===== src/rtl/mcyc_ctrl_pkg.sv =====
// Shared definitions for the multi-cycle controller: FSM state encoding,
// ALU operation codes, opcode/function constants and the instruction classes.
package mcyc_ctrl_pkg;

  typedef enum logic [2:0] {
    S_FETCH  = 3'd0,
    S_DECODE = 3'd1,
    S_EXEC   = 3'd2,
    S_MEM    = 3'd3,
    S_WB     = 3'd4
  } state_e;

  localparam logic [2:0] ALU_ADD = 3'b000;
  localparam logic [2:0] ALU_SUB = 3'b001;
  localparam logic [2:0] ALU_OR  = 3'b010;
  localparam logic [2:0] ALU_LUI = 3'b011;

  localparam logic [5:0] OP_RTYPE = 6'b000000;
  localparam logic [5:0] OP_J     = 6'b000010;
  localparam logic [5:0] OP_JAL   = 6'b000011;
  localparam logic [5:0] OP_BEQ   = 6'b000100;
  localparam logic [5:0] OP_ORI   = 6'b001101;
  localparam logic [5:0] OP_LUI   = 6'b001111;
  localparam logic [5:0] OP_LW    = 6'b100011;
  localparam logic [5:0] OP_SB    = 6'b101000;
  localparam logic [5:0] OP_SW    = 6'b101011;

  localparam logic [5:0] FN_NOP  = 6'b000000;
  localparam logic [5:0] FN_JR   = 6'b001000;
  localparam logic [5:0] FN_ADDU = 6'b100001;
  localparam logic [5:0] FN_SUBU = 6'b100011;

  typedef enum logic [3:0] {
    C_NOP, C_ADDU, C_SUBU, C_JR, C_ORI, C_LUI, C_LW,
    C_SW, C_SB, C_BEQ, C_J, C_JAL, C_ILLEGAL
  } instr_class_e;

  // Instructions whose second ALU operand is the immediate.
  function automatic logic uses_imm(instr_class_e c);
    return (c == C_ORI) || (c == C_LUI) || (c == C_LW) || (c == C_SW) || (c == C_SB);
  endfunction

  // Instructions whose immediate is sign-extended.
  function automatic logic uses_sign(instr_class_e c);
    return (c == C_LW) || (c == C_SW) || (c == C_SB) || (c == C_BEQ);
  endfunction

endpackage


===== src/rtl/mcyc_ctrl_decode.sv =====
// Combinational instruction classifier for the multi-cycle controller.
// The sb opcode is recognised only when SB_EN is defined.
module ctrl_decode
  import mcyc_ctrl_pkg::*;
(
  input  logic [5:0]   op,
  input  logic [5:0]   func,
  output instr_class_e cls,
  output logic         legal
);

  always_comb begin
    // NOTE: every output gets a default before the case so no latch is inferred.
    cls = C_ILLEGAL;
    case (op)
      OP_RTYPE: begin
        case (func)
          FN_NOP:  cls = C_NOP;
          FN_ADDU: cls = C_ADDU;
          FN_SUBU: cls = C_SUBU;
          FN_JR:   cls = C_JR;
          default: cls = C_ILLEGAL;
        endcase
      end
      OP_J:    cls = C_J;
      OP_JAL:  cls = C_JAL;
      OP_BEQ:  cls = C_BEQ;
      OP_ORI:  cls = C_ORI;
      OP_LUI:  cls = C_LUI;
      OP_LW:   cls = C_LW;
      OP_SW:   cls = C_SW;
`ifdef SB_EN
      OP_SB:   cls = C_SB;
`endif
      default: cls = C_ILLEGAL;
    endcase
  end

  assign legal = (cls != C_ILLEGAL);

endmodule


===== src/rtl/mcyc_ctrl.sv =====
// Multi-cycle MIPS-style control FSM (FETCH/DECODE/EXEC/MEM/WB) with Moore outputs.
// Define SB_EN to decode the sb store-byte instruction; otherwise it is illegal.
module mcyc_ctrl
  import mcyc_ctrl_pkg::*;
(
  input  logic       clk,
  input  logic       reset,
  input  logic [5:0] op,
  input  logic [5:0] func,
  input  logic       Zero,
  output logic       PCWrite,
  output logic       IRWrite,
  output logic       RegWrite,
  output logic       MemWrite,
  output logic       MemtoReg,
  output logic       ALUsrc,
  output logic       RegDst,
  output logic       sign,
  output logic       Branch,
  output logic       PCj,
  output logic       jalsave,
  output logic       jr,
  output logic       sb,
  output logic [2:0] ALUControl,
  output logic [2:0] state,
  output logic       retire,
  output logic       illegal
);

  state_e       state_q, state_d;
  logic [5:0]   op_q, func_q;
  logic         illegal_q;
  logic [5:0]   dec_op, dec_func;
  instr_class_e cls;
  logic         legal;

  // The branch decision is resolved in the datapath, so Zero is not consumed here.
  logic unused_zero;
  assign unused_zero = Zero;

  // The IR is only valid from DECODE on; afterwards the latched copy is authoritative.
  assign dec_op   = (state_q == S_DECODE) ? op   : op_q;
  assign dec_func = (state_q == S_DECODE) ? func : func_q;

  ctrl_decode u_decode (
    .op    (dec_op),
    .func  (dec_func),
    .cls   (cls),
    .legal (legal)
  );

  always_ff @(posedge clk or negedge reset) begin
    if (!reset) begin
      state_q   <= S_FETCH;
      op_q      <= '0;
      func_q    <= '0;
      illegal_q <= 1'b0;
    end else begin
      // NOTE: sequential state uses non-blocking assignments so all registers update together.
      state_q <= state_d;
      if (state_q == S_DECODE) begin
        op_q   <= op;
        func_q <= func;
        if (!legal) illegal_q <= 1'b1;
      end
    end
  end

  always_comb begin
    state_d    = S_FETCH;
    PCWrite    = 1'b0;
    IRWrite    = 1'b0;
    RegWrite   = 1'b0;
    MemWrite   = 1'b0;
    MemtoReg   = 1'b0;
    ALUsrc     = 1'b0;
    RegDst     = 1'b0;
    sign       = 1'b0;
    Branch     = 1'b0;
    PCj        = 1'b0;
    jalsave    = 1'b0;
    jr         = 1'b0;
    sb         = 1'b0;
    ALUControl = ALU_ADD;
    retire     = 1'b0;
    // Outputs are gated by reset so no strobe fires while reset is held low.
    if (reset) begin
      case (state_q)
        S_FETCH: begin
          IRWrite = 1'b1;
          state_d = S_DECODE;
        end
        S_DECODE: begin
          state_d = S_EXEC;
          case (cls)
            C_J: begin
              PCj = 1'b1; PCWrite = 1'b1; retire = 1'b1; state_d = S_FETCH;
            end
            C_JAL: begin
              PCj = 1'b1; jalsave = 1'b1; RegWrite = 1'b1;
              PCWrite = 1'b1; retire = 1'b1; state_d = S_FETCH;
            end
            C_JR: begin
              jr = 1'b1; PCWrite = 1'b1; retire = 1'b1; state_d = S_FETCH;
            end
            C_NOP, C_ILLEGAL: begin
              PCWrite = 1'b1; retire = 1'b1; state_d = S_FETCH;
            end
            default: state_d = S_EXEC;
          endcase
        end
        S_EXEC: begin
          ALUsrc  = uses_imm(cls);
          sign    = uses_sign(cls);
          state_d = S_WB;
          case (cls)
            C_SUBU: ALUControl = ALU_SUB;
            C_ORI:  ALUControl = ALU_OR;
            C_LUI:  ALUControl = ALU_LUI;
            C_LW, C_SW, C_SB: begin
              ALUControl = ALU_ADD;
              state_d    = S_MEM;
            end
            C_BEQ: begin
              ALUControl = ALU_SUB;
              Branch = 1'b1; PCWrite = 1'b1; retire = 1'b1; state_d = S_FETCH;
            end
            default: ALUControl = ALU_ADD;
          endcase
        end
        S_MEM: begin
          ALUsrc = uses_imm(cls);
          sign   = uses_sign(cls);
          if (cls == C_LW) begin
            state_d = S_WB;
          end else begin
            MemWrite = 1'b1; PCWrite = 1'b1; retire = 1'b1; state_d = S_FETCH;
`ifdef SB_EN
            sb = (cls == C_SB);
`endif
          end
        end
        S_WB: begin
          ALUsrc   = uses_imm(cls);
          sign     = uses_sign(cls);
          RegWrite = 1'b1;
          RegDst   = (cls == C_ADDU) || (cls == C_SUBU);
          MemtoReg = (cls == C_LW);
          PCWrite  = 1'b1;
          retire   = 1'b1;
          state_d  = S_FETCH;
        end
        default: state_d = S_FETCH;
      endcase
    end
  end

  assign state   = state_q;
  assign illegal = illegal_q;

endmodule

===== config.mk =====
export PLATFORM = sky130hd
export DESIGN_NAME = mcyc_ctrl
export DESIGN_NICKNAME = d
export VERILOG_FILES = /design/src/rtl/mcyc_ctrl_pkg.sv /design/src/rtl/mcyc_ctrl_decode.sv /design/src/rtl/mcyc_ctrl.sv
export SDC_FILE = /design/constraint.sdc
export NUM_CORES = 1
export LEC_CHECK = 0
export ABC_CLOCK_PERIOD_IN_PS = 3050
export BUFFER_PORTS_ARGS = -buffer_cell sky130_fd_sc_hd__clkbuf_2
export CAP_MARGIN = 20
export CORE_MARGIN = 4
export CORE_UTILIZATION = 35
export DETAILED_ROUTE_END_ITERATION = 8
export MAX_ROUTING_LAYER = met4
export PLACE_DENSITY = 0.7
export SETUP_SLACK_MARGIN = 0.5
export SYNTH_ARGS = -nofsm -noshare
export SYNTH_HDL_FRONTEND = slang
export SYNTH_HIERARCHICAL = 1
export SYNTH_SLANG_ARGS = --single-unit

===== constraint.sdc =====
create_clock -name clk -period 3.05 [get_ports clk]
set_input_delay 0.1525 -clock clk [delete_from_list [all_inputs] [get_ports clk]]
set_output_delay 0.1525 -clock clk [all_outputs]
set_load 0.02 [all_outputs]

==> reports/qor.txt, run 1 <==
Kind of critical path: reg -> out
Clk_lat worst skew: 0.26 ns
P_leak: 0.9233 nW
Critical Path Most Common Cell: buf_4
Power Total: 0.001749 W
Top cells by count, synth: 16 x dfrtp_1, 13 x nor2_1, 10 x a21oi_1, 10 x nand2_1
Post-route setup TNS: -4.818 ns
Depth of the worst hold-timing path: 2
Critical Path AT: 3.33 ns
Clock slew at reported path FFs: 0.07 ns
Main synth FF type: dfrtp_1
Synth area leaders: dfrtp_1 31%, mux2_4 7.0%, mux2_2 5.3%, buf_6 4.4%, a21oi_1 3.9%
Count leader, synth: dfrtp_1
Area growth syn-to-layout: 63.45%
Gr ovfl total: 0
PwrDens: 833.4 nW/um^2
Nets: 216
Initial Util: 37.30%
Vias after detailed routing: 1,305
Hold Crit Class: in -> reg
Synth area leader: dfrtp_1
Crit path max fanout: 5
Seq/Total Area, Yosys: 31.19%
Fin Hold WS: 0.1491 ns
Layout cells sized above 1: 62.50%
Number of remaining DRC errors: 0
DP Wirelength: 2790 microns
Slowest stage delay, CP: 0.57 ns
Max Cap Viol: 0
Largest net degree at the start of global routing: 23
Status: finished, violations left
Setup Skew: 0.003548 ns
Global Route Usage Sum: 17.84%
Core footprint: 3442 sq um
Synth top area share: 31.19%
Area of the mapped netlist: 1284 sq um
Synth warn: 6
Die area: 4700 sq um
Vias per cell: 5.305
Failing checks: setup timing
R2R depth: 14
Chip height: 68.56 microns
Max Slew Vio Count: 0
Ports: 36
Final instance area: 2098 sq um
CP Cell Sequence: nand2b_4 > nor2_4 > mux2_4 > or4_4 > nor3_4 > nand2_2 > o31ai_4 > buf_4 > or3_1 > a21oi_1 > a311oi_2 > o32ai_4 > buf_4
# rows: 21
Post-DP Area: 1763 sq um
Port-buffer cells: 32
Initial DRT Pass Iterations: 4
Root buffer cell: clkbuf_8
Vias in the first global route: 1,309
Final Cycle Share: 114.3%
Element type at the critical path start: register
TritonCTS Buffers: 3
CTS tree: yes
Post-Syn Instances: 137
Crit. End Element: output pin
Worst vdd ir: 392.0 uV
Post-synth ARST share: 100.0%
Seq cells post-synth: 16
Unrepaired setup endpoints after global routing: yes
Fmax achieved: 286.8 MHz
Antenna cells: 0
CTS Buffer Depth: 2
Global-route wire length before repair: 6085 microns
Final min period: 3.487 ns
Final Setup Violations: 16
Relative slew slack: 65.74%
Worst-margin pin slew: 0.5085 ns
Drt total wl: 3983 microns
Synthesized area per cell: 9.370 sq um
Post-route ant nets: 0
Initial antenna violation count: 0
Final critical-path setup slack: -0.4371 ns
Gpl congestion: 0.8362
Die Width: 68.56 microns
Drt initial violations: 89
Clock sink count: 16
Routed len/inst: 16.19 microns
Synth unique cells: 45
H-tree levels: 1
CP max-delay cell: or4_4
Post-synth EDFFs: 0
Critical Path RT: 2.90 ns
Hold Vio Cnt, Final: 0
[sequential cells by signal (all words and copies together), names as in the netlist]
signal,count
illegal,1
op_q,6
state,3
func_q,6
[per-stage QoR]
stage,worst slack (ns),instances,utilization (%)
2_1_floorplan,-0.4731,138,-
3_3_place_gp,-0.1829,230,51.22
3_5_place_dp,-0.2751,230,51.22
4_1_cts,-0.4308,244,58.38
5_1_grt,-0.6070,246,60.96
6_report,-0.4371,246,60.96
[final timing paths]
path | startpoint | to | slack (ns)
min in group asynchronous | reset | op_q[4] | 0.43
worst min-delay path | func[2] | func_q[2] | 0.15
worst min register to register | illegal | illegal | 0.48
max in group asynchronous | reset | state[1] | 2.40
worst max-delay path | state[1] | retire | -0.44
worst max register to register | state[1] | state[1] | -0.17
[area by class of cell]
cell class | instances | area, sq um
Fill cell | 273 | 1344
Multi-Input combinational cell | 109 | 1028
Timing Repair Buffer | 68 | 544.3
Sequential cell | 16 | 401.6
Tap cell | 46 | 57.56
Clock buffer | 4 | 55.05
Inverter | 3 | 11.26
[logic make-up after synthesis]
| group | count (synthesis) | share of synthesized area, % |
|---|---|---|
| compound gates | 31 | 15.40 |
| xor+xnor | 1 | 0.6824 |
| buf+inv | 13 | 8.187 |
| flops | 16 | 31.19 |
| mux | 13 | 13.06 |
| other cells | 1 | 0.2921 |
| simple gates | 62 | 31.19 |
[worst max-delay path: cells and delay by family (launching register included)]
family	cells	cell delay, ns
mux	1	0.33
buf+inv	2	0.34
simple gates	6	1.25
compound gates	4	0.76
flops	1	0.40
[cell usage in the layout (no fill, tap or decap), drive strengths merged, types with 3 or more instances in the layout]
cell and instances:
nor2 14, nand2 11, a21oi 10, clkbuf 26
nand2b 6, o21ai 7, buf 45, nor2b 6
nor3 7, nand3 3, inv 3, dfrtp 16
mux2 12
[where the power goes]
group | internal (W) | switching [W]
Clock | 0.000115 | 0.0000771
Sequential | 0.000302 | 0.0000296
Combinational | 0.000572 | 0.000654
[per-layer routing]
layer	wire length, microns	share of wire [%]	track usage (%)
met2	2107	53	29.68
met3	175	4.4	3.079
met4	68	1.7	5.955
met5	0	0	-
met1	1631	41	21.82
[timing repair]
action | CTS | global route
gates resized for setup | 27 | 28
buffers inserted | 9 | 2
hold buffers | 1 | 0
hold endpoints to repair | 16 | 0
gates cloned | 0 | 0
endpoints found under the setup margin | 17 | 18
pin swaps | 8 | 4
Note: power is estimated with default switching activity, not from simulation.
==> inputs of run 2 (changes only) <==
--- a/config.mk
+++ b/config.mk
@@ -9,10 +9,11 @@
 export BUFFER_PORTS_ARGS = -buffer_cell sky130_fd_sc_hd__clkbuf_2
 export CAP_MARGIN = 20
 export CORE_MARGIN = 4
-export CORE_UTILIZATION = 35
+export CORE_UTILIZATION = 45
 export DETAILED_ROUTE_END_ITERATION = 8
+export GPL_TIMING_DRIVEN = 0
 export MAX_ROUTING_LAYER = met4
-export PLACE_DENSITY = 0.7
+export PLACE_DENSITY = 0.84
 export SETUP_SLACK_MARGIN = 0.5
 export SYNTH_ARGS = -nofsm -noshare
 export SYNTH_HDL_FRONTEND = slang
==> reports/qor.txt, run 2 (synthesis results as in run 1) <==
Status: finished, violations left
Failing checks: setup timing
Setup Skew: 0.009522 ns
Nets: 237
Core footprint: 2734 sq um
Vias per cell: 6.067
Crit path max fanout: 7
TritonCTS Buffers: 3
Ports: 36
Critical Path RT: 2.90 ns
Gr ovfl total: 0
Vias in the first global route: 1,498
CTS Buffer Depth: 2
Global Route Usage Sum: 27.50%
Hold Crit Class: in -> reg
Max Slew Vio Count: 0
Worst-margin pin slew: 0.6441 ns
# rows: 19
Largest net degree at the start of global routing: 24
Die Width: 61.41 microns
Min-delay src: op[5]
Vias after detailed routing: 1,529
Kind of critical path: reg -> out
GRT met3 Usage: 5.870%
Layout cells sized above 1: 68.33%
CTS tree: yes
Relative slew slack: 56.60%
Drt initial violations: 115
Final min period: 3.998 ns
Final Setup Violations: 17
Max Cap Viol: 0
DP Wirelength: 2367 microns
Final critical-path setup slack: -0.9477 ns
Number of remaining DRC errors: 0
Top Usage Layer GRT: met2
Chip height: 61.41 microns
Critical Path AT: 3.85 ns
Unrepaired setup endpoints after global routing: yes
P_leak: 1.071 nW
Area growth syn-to-layout: 81.77%
Initial DRT Pass Iterations: 4
Worst r2r src: state[1]
Clock slew at reported path FFs: 0.11 ns
Crit. End Element: output pin
Root buffer cell: clkbuf_4
Final Cycle Share: 131.1%
Clk_lat worst skew: 0.30 ns
Global-route wire length before repair: 7210 microns
Grt met2 use: 46.83%
Die area: 3771 sq um
Post-route ant nets: 0
Element type at the critical path start: register
Crit path from: state[1]
Antenna cells: 0
Most common cell after layout, fill and taps aside: buf_4
Most frequent cells in the layout: 37 x buf_4, 21 x buf_6, 18 x clkbuf_2, 15 x dfrtp_1, 9 x mux2_4
Power Total: 0.002102 W
Initial antenna violation count: 0
Fin Hold WS: 0.1163 ns
Initial Util: 46.96%
Hold Vio Cnt, Final: 0
Gpl congestion: 0.8445
H-tree levels: 1
Fmax achieved: 250.1 MHz
Met1 Use GR: 29.83%
Clock sink count: 16
PwrDens: 901.0 nW/um^2
Drt total wl: 5773 microns
Worst vdd ir: 820.2 uV
Port-buffer cells: 32
Routed len/inst: 22.91 microns
==> run 2: changes by cell type in the layout (fill, tap and decap cells not counted), sizes merged <==
cell,change
buf,+20
clkbuf,+1
==> run 2: cell type report <==
cell class	count	area (sq um)
Buffer	10	108.9
Clock buffer	4	36.28
Fill cell	130	400.4
Inverter	3	11.26
Multi-Input combinational cell	109	1054
Sequential cell	16	401.6
Tap cell	31	38.79
Timing Repair Buffer	79	683.2
==> run 2: what timing repair did <==
action | in CTS | in global routing
setup endpoints to repair | 18 | 18
hold buffers | 1 | 0
resized for setup | 40 | 34
pin swaps | 15 | 11
endpoints found under the hold margin | 16 | 0
buffers inserted | 30 | 16
gates cloned | 0 | 0
==> run 2: report_power, final <==
part           internal [W]  switching, W  total, W
sequential         0.000301     0.0000387  0.000340
combinational      0.000787      0.000824   0.00161
clock             0.0000728     0.0000794  0.000152
total               0.00116      0.000942   0.00210
==> run 2: metal layers <==
| metal | part of all wire (%) | up-vias |
|---|---|---|
| li1 | - | 657 |
| met3 | 5.9 | 26 |
| met5 | 0 | - |
| met2 | 51 | 87 |
| met4 | 4.2 | 0 |
| met1 | 39 | 759 |
==> run 2: stage by stage <==
stage          instances  area (sq um)  setup TNS [ns]  util [%]  setup slack, ns
5_1_grt              252          2333          -13.58     85.35           -1.054
3_5_place_dp         201          1669          -6.265     61.05          -0.7233
4_1_cts              236          2115          -9.999     77.35          -0.8621
6_report             252          2333          -11.93     85.35          -0.9477
3_3_place_gp         201          1669          -5.568     61.05          -0.6556
2_1_floorplan        138          1470          -2.877         -          -0.4731
==> run 2: worst paths after layout <==
kind	cells past startpoint	end	slack [ns]
max in group asynchronous	2	state[1]	2.30
min reg2reg	2	illegal	0.49
min in group asynchronous	2	op_q[5]	0.37
max	14	jr	-0.95
min	2	op_q[5]	0.12
max reg2reg	16	state[2]	-0.61
==> run 2: worst max-delay path: stages (launching register included) <==
cell and delay (ns):
dfrtp_2 0.42, buf_6 0.11, nand2b_4 0.14, nor2_4 0.14, mux2_4 0.33, buf_6 0.13, or4_4 0.56, nor3_4 0.17
nand2_2 0.12, o31ai_4 0.40, buf_4 0.22, inv_2 0.07, or3_4 0.39, nor3_4 0.15, clkbuf_8 0.17
